<file path="config.mk">
export PLATFORM = sky130hd
export DESIGN_NAME = store_buffer
export DESIGN_NICKNAME = d
export VERILOG_FILES = /design/src/rtl/store_buffer.sv
export SDC_FILE = /design/constraint.sdc
export NUM_CORES = 1
export LEC_CHECK = 0
export CORE_MARGIN = 8
export CORE_UTILIZATION = 40
export CTS_CLUSTER_SIZE = 14
export DETAILED_ROUTE_END_ITERATION = 8
export GPL_TIMING_DRIVEN = 0
export PLACE_DENSITY = 0.62
export SLEW_MARGIN = 40
export SYNTH_ARGS = -nofsm -noshare
export SYNTH_HDL_FRONTEND = slang
export SYNTH_SLANG_ARGS = --single-unit
</file>
<file path="constraint.sdc">
create_clock -name clk -period 8.4 [get_ports clk]
set_clock_uncertainty 0.1 [all_clocks]
set_input_delay 1.68 -clock clk [delete_from_list [all_inputs] [get_ports clk]]
set_output_delay 1.68 -clock clk [all_outputs]
set_load 0.02 [all_outputs]
</file>
<file path="src/rtl/store_buffer.sv">
// In-order store FIFO between the MEM stage and a single-port byte-addressed data memory,
// with load-overlap stall detection. Define STORE_FWD_EN to add word store-to-load forwarding.
module store_buffer #(
  parameter int DEPTH = 4,
  parameter int WIDTH = 32
) (
  input  logic             clk,
  input  logic             rst_n,
  input  logic             st_valid,
  input  logic [WIDTH-1:0] st_addr,
  input  logic [WIDTH-1:0] st_data,
  input  logic [2:0]       st_mode,
  output logic             st_ready,
  input  logic             ld_valid,
  input  logic [WIDTH-1:0] ld_addr,
  input  logic [2:0]       ld_mode,
  output logic             ld_hazard,
  output logic             sb_empty,
  output logic             mem_WE,
  output logic [WIDTH-1:0] mem_A,
  output logic [WIDTH-1:0] mem_WD,
`ifdef STORE_FWD_EN
  output logic [2:0]       mem_modeAddr,
  output logic             ld_fwd_valid,
  output logic [WIDTH-1:0] ld_fwd_data
`else
  output logic [2:0]       mem_modeAddr
`endif
);

  localparam int AW = $clog2(DEPTH);
  localparam int CW = AW + 1;

  function automatic logic [2:0] size_of(input logic [2:0] mode);
    case (mode)
      3'b001:         size_of = 3'd4;
      3'b010, 3'b100: size_of = 3'd2;
      3'b011, 3'b101: size_of = 3'd1;
      default:        size_of = 3'd1;
    endcase
  endfunction

  logic [WIDTH-1:0] addr_r [DEPTH];
  logic [WIDTH-1:0] data_r [DEPTH];
  logic [2:0]       mode_r [DEPTH];
  logic [AW-1:0]    rd_ptr_r, wr_ptr_r;
  logic [CW-1:0]    count_r, count_nxt_s;
  logic             st_ready_r, sb_empty_r;
  logic [DEPTH-1:0] live_s, ov_s, inword_s;
  logic [17:0]      ld_lo_s, ld_hi_s;
  logic             trig_s, enq_s, drain_s, load_port_s, fwd_hit_s;

  assign ld_lo_s = {1'b0, ld_addr[16:0]};
  assign ld_hi_s = ld_lo_s + {15'd0, size_of(ld_mode)};
  assign trig_s  = (ld_addr == WIDTH'(32'h0000_0100));

  // Per-entry liveness, overlap with the load, and containment in the load's word.
  for (genvar g = 0; g < DEPTH; g++) begin : g_ent
    logic [AW-1:0] age_s;
    logic [17:0]   lo_s, hi_s;
    assign age_s       = AW'(g) - rd_ptr_r;
    assign lo_s        = {1'b0, addr_r[g][16:0]};
    assign hi_s        = lo_s + {15'd0, size_of(mode_r[g])};
    assign live_s[g]   = ({1'b0, age_s} < count_r);
    assign ov_s[g]     = live_s[g] && (ld_lo_s < hi_s) && (lo_s < ld_hi_s);
    assign inword_s[g] = (lo_s >= ld_lo_s) && (hi_s <= ld_lo_s + 18'd4);
  end

`ifdef STORE_FWD_EN
  logic [AW-1:0] young_idx_s;
  logic          fwd_ok_s;

  // Youngest overlapping entry: scan oldest to youngest, last hit wins.
  always_comb begin
    young_idx_s = rd_ptr_r;
    for (int k = 0; k < DEPTH; k++) begin
      young_idx_s = ov_s[rd_ptr_r + AW'(k)] ? (rd_ptr_r + AW'(k)) : young_idx_s;
    end
  end

  assign fwd_ok_s = (ld_mode == 3'b001) && (mode_r[young_idx_s] == 3'b001) &&
                    (addr_r[young_idx_s][16:0] == ld_addr[16:0]) &&
                    ((ov_s & ~inword_s) == '0);
  assign fwd_hit_s    = ld_valid && !trig_s && (|ov_s) && fwd_ok_s;
  assign ld_fwd_valid = fwd_hit_s;

  // Byte-reversed word, matching what memory returns after a word store.
  always_comb begin
    ld_fwd_data = '0;
    if (fwd_hit_s) begin
      ld_fwd_data[31:0] = {data_r[young_idx_s][7:0],   data_r[young_idx_s][15:8],
                           data_r[young_idx_s][23:16], data_r[young_idx_s][31:24]};
    end else begin
      ld_fwd_data = '0;
    end
  end
`else
  assign fwd_hit_s = 1'b0;
`endif

  assign ld_hazard   = ld_valid && !trig_s && (|ov_s) && !fwd_hit_s;
  assign load_port_s = ld_valid && !ld_hazard && !fwd_hit_s;
  assign drain_s     = !load_port_s && (count_r != CW'(0));
  assign enq_s       = st_valid && st_ready_r;
  assign count_nxt_s = count_r + CW'(enq_s) - CW'(drain_s);
  assign st_ready    = st_ready_r;
  assign sb_empty    = sb_empty_r;

  // Memory port: head entry while draining, otherwise the load request.
  always_comb begin
    if (drain_s) begin
      mem_WE       = 1'b1;
      mem_A        = addr_r[rd_ptr_r];
      mem_WD       = data_r[rd_ptr_r];
      mem_modeAddr = mode_r[rd_ptr_r];
    end else begin
      mem_WE       = 1'b0;
      mem_A        = ld_addr;
      mem_WD       = '0;
      mem_modeAddr = ld_mode;
    end
  end

  // FIFO storage, pointers, occupancy and the registered status flags.
  always_ff @(posedge clk or negedge rst_n) begin
    if (!rst_n) begin
      for (int i = 0; i < DEPTH; i++) begin
        addr_r[i] <= '0;
        data_r[i] <= '0;
        mode_r[i] <= 3'b000;
      end
      rd_ptr_r   <= '0;
      wr_ptr_r   <= '0;
      count_r    <= '0;
      st_ready_r <= 1'b1;
      sb_empty_r <= 1'b1;
    end else begin
      if (enq_s) begin
        addr_r[wr_ptr_r] <= st_addr;
        data_r[wr_ptr_r] <= st_data;
        mode_r[wr_ptr_r] <= st_mode;
        wr_ptr_r         <= wr_ptr_r + AW'(1'b1);
      end
      if (drain_s) begin
        rd_ptr_r <= rd_ptr_r + AW'(1'b1);
      end
      count_r    <= count_nxt_s;
      st_ready_r <= (count_nxt_s < CW'(DEPTH));
      sb_empty_r <= (count_nxt_s == CW'(0));
    end
  end

endmodule

</file>
# Word level (Yosys, flattened, before mapping)
# Cells that the tools add are included.
[word_totals]
out_inout_bits = 71
regBits = 277
wordCells = 114
in_bits = 106
[classes]
muxes = 25
n_eq_ne = 16
n_addsub = 13
n_bitwise = 2
magnitude_cmp = 16
reduce_logical = 25
[ops]
columns = ["cell", "n"]
rows = [
  ["bitwise mux 128 bit", 2],
  ["two-way mux 32 bit", 7],
  ["< comparator 17 x 18 -> 1 bit", 8],
  ["binary-select mux 32 bit (select 2 bit)", 2],
  ["adder 17 x 3 -> 18 bit", 5],
  ["demux 32 bit (select 2 bit)", 1],
  ["equality test 32 x 9 -> 1 bit (second input constant)", 1],
  ["one-hot mux 3 bit (2 select lines)", 5],
  ["equality test 3 x 1 -> 1 bit (second input constant)", 5],
  ["equality test 3 x 2 -> 1 bit (second input constant)", 5],
  ["equality test 3 bit (second input constant)", 5],
  ["logical AND 1 bit", 14],
  ["bitwise mux 12 bit", 1],
  ["< comparator 2 x 3 -> 1 bit", 4],
  ["two-way mux 3 bit", 4],
  ["OR reduction 2 bit", 5],
  ["binary-select mux 3 bit (select 2 bit)", 1],
  ["demux 3 bit (select 2 bit)", 1],
  [">= comparator 3 bit (second input constant)", 2],
  ["inverter 2 -> 3 bit", 2],
  ["adder 2 x 1 -> 2 bit (second input constant)", 2],
  ["OR reduction 4 bit", 1],
  ["subtractor 1 x 2 -> 2 bit (first input constant)", 2],
  ["subtractor 2 bit (first input constant)", 2],
  ["other kinds (8)", 10],
]

# Logic depth before layout (Yosys ltp)
[logic_depth]
word_depth = 15
mapped_depth = 29
mapped_depth_nobuf = 28

# Least setup slack after synthesis
# Ideal clock, no wire load.
[synth_path]
path_kind = "input -> output"
from = "in ld_mode[1]"
to = "out mem_WD[22]"
t_required_ns = 6.620
slack_ns = 1.151
n_path_buf = 2
arrival_time_ns = 5.469
cell_stages = 19
cell_sequence = "xnor2_1 > nor2_1 > ha_1 > a211o_1 > nor4bb_1 > clkbuf_1 > and3_1 > xnor2_1 > ha_1 > a21o_1 > a21oi_1 > a21oi_1 > nor3_1 > o311ai_0 > a211oi_1 > nand2b_1 > o211ai_2 > clkbuf_1 > a21boi_0"
[synth_via]
elab_chain_len = 13
word_cells_on_any_way = 21
classes_between = "add/sub (1); order compare (4); eq/ne (3); mux (2); reduce/logical (11)"
[synth_rtl]
columns = ["item", "line", "source"]
rows = [
  ["start, declared", "16", "input logic [2:0] ld_mode,"],
  ["equality test 3 x 2 -> 1 bit or equality test 3 bit (tied branches)", "35", "case (mode)"],
  ["OR reduction 2 bit", "35", ""],
  ["one-hot mux 3 bit (2 select lines) *", "35", ""],
  ["adder 17 x 3 -> 18 bit *", "54", "assign ld_hi_s = ld_lo_s + {15'd0, size_of(ld_mode)};"],
  ["< comparator 17 x 18 -> 1 bit", "65", "assign ov_s[g] = live_s[g] && (ld_lo_s < hi_s) && (lo_s < ld_hi_s);"],
  ["logical AND 1 bit", "65", ""],
  ["OR reduction 4 bit *", "101", "assign ld_hazard = ld_valid && !trig_s && (|ov_s) && !fwd_hit_s;"],
  ["logical AND 1 bit *", "101", ""],
  ["logical NOT 1 bit *", "102", "assign load_port_s = ld_valid && !ld_hazard && !fwd_hit_s;"],
  ["logical AND 1 bit *", "102", ""],
  ["logical NOT 1 bit *", "103", "assign drain_s = !load_port_s && (count_r != CW'(0));"],
  ["logical AND 1 bit *", "103", ""],
  ["two-way mux 32 bit *", "111", "if (drain_s) begin"],
  ["end, declared", "21", "output logic [WIDTH-1:0] mem_WD,"],
]
# Mark *: on every way between the ends. The rest lies on a longest branch, timed or not.

# Worst setup path in the final report
[layout_path]
from = "in ld_addr[0]"
to = "out mem_WD[4]"
[layout_via]
elab_chain_len = 10
word_cells_on_any_way = 27
classes_between = "add/sub (1); order compare (8); eq/ne (1); mux (1); reduce/logical (16)"
[layout_rtl]
columns = ["item", "line", "source"]
rows = [
  ["start, declared", "15", "input logic [WIDTH-1:0] ld_addr,"],
  ["adder 17 x 3 -> 18 bit or < comparator 17 x 18 -> 1 bit (tied branches)", "54, 65", ""],
  ["< comparator 17 x 18 -> 1 bit or logical AND 1 bit (tied branches)", "65", ""],
  ["logical AND 1 bit", "65", ""],
  ["OR reduction 4 bit", "101", ""],
  ["logical AND 1 bit *", "101", ""],
  ["logical NOT 1 bit *", "102", ""],
  ["logical AND 1 bit *", "102", ""],
  ["logical NOT 1 bit *", "103", ""],
  ["logical AND 1 bit *", "103", ""],
  ["two-way mux 32 bit *", "111", ""],
]
# Marks and branches as above.

==> results by group <==
Drt
  • Initial DRC Count: about 1,100
  • Via Count: ~14,000
  • WL final: approximately 57,000 µm
  • ANT nets after route: 0
  • TritonRoute pass-1 iters: 5
  • DR vias/cell: around 6
  • DRC: 0
  • Drt wl/cell: approximately 23 µm

Placement
  • Final Wtd Congestion: slightly above 0.9
  • Port buffer count: 176
  • Placed Cells: 2,375
  • Post-DP HPWL: between 40,000 and 50,000 µm
  • DP Worst Slack: -1030 ps

Logic synthesis
  • Post-synth top area cell: dfrtp_1
  • Post-synth cell types: 75
  • Synthesized area: about 19,000 µm²
  • Seq/Total Area, Yosys: between 30% and 40%
  • Synthesis Warnings: 0
  • Most numerous cell in the Yosys netlist: dfrtp_1
  • FF+latch count, synth: 277
  • Post-Syn Nets: approximately 1,800
  • Post-synth EDFFs: 0
  • FFs w/ async S/R, synth: 100%
  • Post-synth top cells: dfrtp_1, mux2_2, ha_1
  • Synth Flop Type: dfrtp_1
  • Cells after synthesis: approximately 1,600
  • Post-synth top area share: between 30% and 40%
  • Average size of a mapped cell: 11.7 µm²
  • Synth top area cells: dfrtp_1, mux2_2, ha_1

Critical path
  • Buf/Inv on CP: 4
  • Crit path cell chain: clkdlybuf4s50_1 -> ha_1 -> a211o_1 -> nor4bb_1 -> buf_4 -> nand3_1 -> xor2_2 -> ha_1 -> a21o_1 -> maj3_1 -> a21oi_1 -> nor2_1 -> o41ai_4 -> o211ai_4 -> buf_4 -> a21boi_0 -> dlygate4sd2_1
  • R2R depth: 29
  • Critical path endpoint category: primary output
  • Crit path DAT: about 6500 ps
  • Family with the most delay on the worst path: compound AO/OA/AOI/OAI gates
  • Critical Path Max Stage Delay: ~700 ps
  • R2R Path Start: mode_r[8]
  • Slowest cell on crit path: clkdlybuf4s50_1
  • Setup crit start kind: input port
  • Worst setup path category: input port to primary output
  • Worst Path Required: approximately 6600 ps
  • Worst R2R End: sb_empty
  • R2r setup slk: 1620 ps
  • Crit-path max FO: 10

Worst hold path
  • Worst Hold Path EP: data_r[38]
  • Hold path start: data_r[38]
  • WHS Path Cells: 1
  • Min-Delay Path Class: flip-flop to flip-flop

Timing
  • Worst slew margin: roughly 44%
  • Slew @ Worst Pin: between 800 and 900 ps
  • Finish-stage setup viols: 0
  • Final hold vios: 0
  • Minimum clock period: 8240 ps
  • Final worst slack: about 160 ps
  • Fin crit share: just under 100%
  • Max Clk Rate: approximately 120 MHz
  • RSZ-0062 raised after global routing: no
  • Final Max Tran Viols: 0

Power and ir drop
  • PwrDens: 472 nW/µm²
  • Sequential share of power: about a quarter
  • Peak VDD IR: approximately 420 µV
  • Sw Ratio: between 40% and 50%
  • Leak Pwr: ~0.0095 µW
  • Cell-internal power: between 5000 and 6000 µW
  • NetSw: approximately 4700 µW
  • Clock share of power: about 14%
  • Combinational power share: about three fifths

Floorplanning
  • Core area: 46,300 µm²
  • Starting Density: 40.3%
  • Die width: between 200 and 250 µm
  • Die Area: roughly 54,000 µm²
  • I/O Pins: 177
  • Row Count: 79
  • Die extent in y: about 230 µm

CTS
  • Clk slew on worst S/H paths: ~50 ps
  • Clock Latency Late Sink: around 550 ps
  • H-tree levels: 2
  • CTS tree: yes
  • Hold Buf Count CTS: 0
  • Clock root cell: clkbuf_16
  • CTS buffer count: 34
  • CTS max path bufs: 3
  • Clock sink count: around 280

Global routing
  • First-pass GRT wire length: 89,100 µm
  • GRT Util Overall: a little over a fifth
  • Grt ovf: 0
  • Vias in the first global route: roughly 15,000
  • Initial antenna violation count: 9
  • Largest net degree at the start of global routing: 73

Final layout
  • Ratio of cells with drive above 1 in the final layout: 29.2%
  • Fin util: 48.9%
  • Final non-filler cell total: approximately 2,400
  • P&R area growth vs syn: 21.4%
  • Nets: ~2,100

Run status
  • Status: finished, final reports clean

Flow run
  • Max-Cap Viols: 0
==> worst max path at each step <==
stage / cells past startpoint / endpoint / slack [ps] / start
finish: 17 / mem_WD[4] / 160 / ld_addr[0]
global route: 19 / mem_A[6] / 1 / ld_addr[12]
CTS: 22 / mem_A[11] / 2 / ld_mode[2]
detailed placement: 21 / mem_WD[25] / -1030 / ld_mode[2]
global placement: 1 / addr_r[26] / -6150 / rst_n
floorplan: 19 / mem_WD[22] / 1150 / ld_mode[1]
==> cells by family (layout without fill, tap and decap cells) <==
logic type      after synthesis  after routing  share of synthesized area [%]
compound gates              306            306                           12.7
xor+xnor                     92             92                           4.42
fa+ha+maj                   145            145                           9.94
buf+inv                     133            385                           2.93
flops                       277            277                           37.2
mux                         337            337                           24.4
other cells                   0              2                              0
simple gates                298            298                           8.45
==> timing repair <==
item                                    in CTS  in global routing
buffers inserted                             6                  6
endpoints found under the setup margin      69                 69
pin swaps                                   15                  9
gates cloned                                 0                  0
gates resized for setup                    195                 63
==> layer usage <==
metal  GRT usage, %  up-vias  share of wire [%]
met5              0        -               0.14
met4           5.74       12                2.7
met3           5.96      118                7.8
met2           33.5      495                 46
met1           28.1     7345                 43
li1               -     6524                  -
==> worst reg2reg max path: cells and delay by family, from the launching register on <==
family | cells | cell delay, ps
AO/OA/AOI/OAI | 8 | 2160
XOR/XNOR | 4 | 740
adder cells (fa/ha/maj) | 5 | 1240
buffers and inverters | 4 | 720
flip-flops | 1 | 320
AND/OR/NAND/NOR | 8 | 1390
==> power by group through the flow <==
stage / Sequential [µW] / Clock [µW] / Combinational, µW
after floorplan: 2390 / 0 / 4440
after global placement: 2580 / 0 / 6530
after detailed placement: 2620 / 0 / 6680
after CTS: 2600 / 1530 / 6530
after global routing: 2700 / 1580 / 7120
final: 2610 / 1490 / 6580
==> state kept, by name (all words and copies together), names as in the netlist <==
| register | cells |
|---|---|
| sb_empty | 1 |
| st_ready | 1 |
| data_r | 128 |
| addr_r | 128 |
| mode_r | 12 |
| rd_ptr_r | 2 |
| wr_ptr_r | 2 |
| count_r | 3 |
==> cell usage in the layout (no fill, tap or decap), drive strengths merged, types with 19 or more instances in the layout <==
master and n:
dfrtp 275, mux2 269, ha 137, clkbuf 134, clkdlybuf4s50 98, nand2 72, mux4 67, buf 60
xnor2 55, a21oi 48, nand3 46, nor2 46, o211ai 43, o2111ai 40, xor2 37, inv 32
a21boi 32, a22oi 31, clkdlybuf4s15 27, a21o 24, o21ai 22, nand4 22, dlygate4sd2 19
==> cell type report <==
class / instances / area, µm²
timing repair buffer: 192 / 1860
clock buffer: 49 / 997
multi-input combinational: 1178 / 11300
inverter: 29 / 109
antenna: 2 / 5.00
clock inverter: 11 / 155
tap: 607 / 759
sequential: 277 / 6930
buffer: 104 / 484
fill: 4200 / 23600
==> metrics by stage <==
| stage | hold slack, ps | power (µW) | setup TNS [ps] | area (µm²) |
|---|---|---|---|---|
| 2_1_floorplan | 374 | 6820 | 0 | 18600 |
| 3_3_place_gp | 381 | 9110 | -1736860 | 21200 |
| 3_5_place_dp | 388 | 9300 | -52270 | 21300 |
| 4_1_cts | 399 | 10700 | 0 | 22600 |
| 5_1_grt | 412 | 11400 | 0 | 22600 |
| 6_report | 398 | 10700 | 0 | 22600 |
Note: power is estimated with default switching activity, not from simulation.
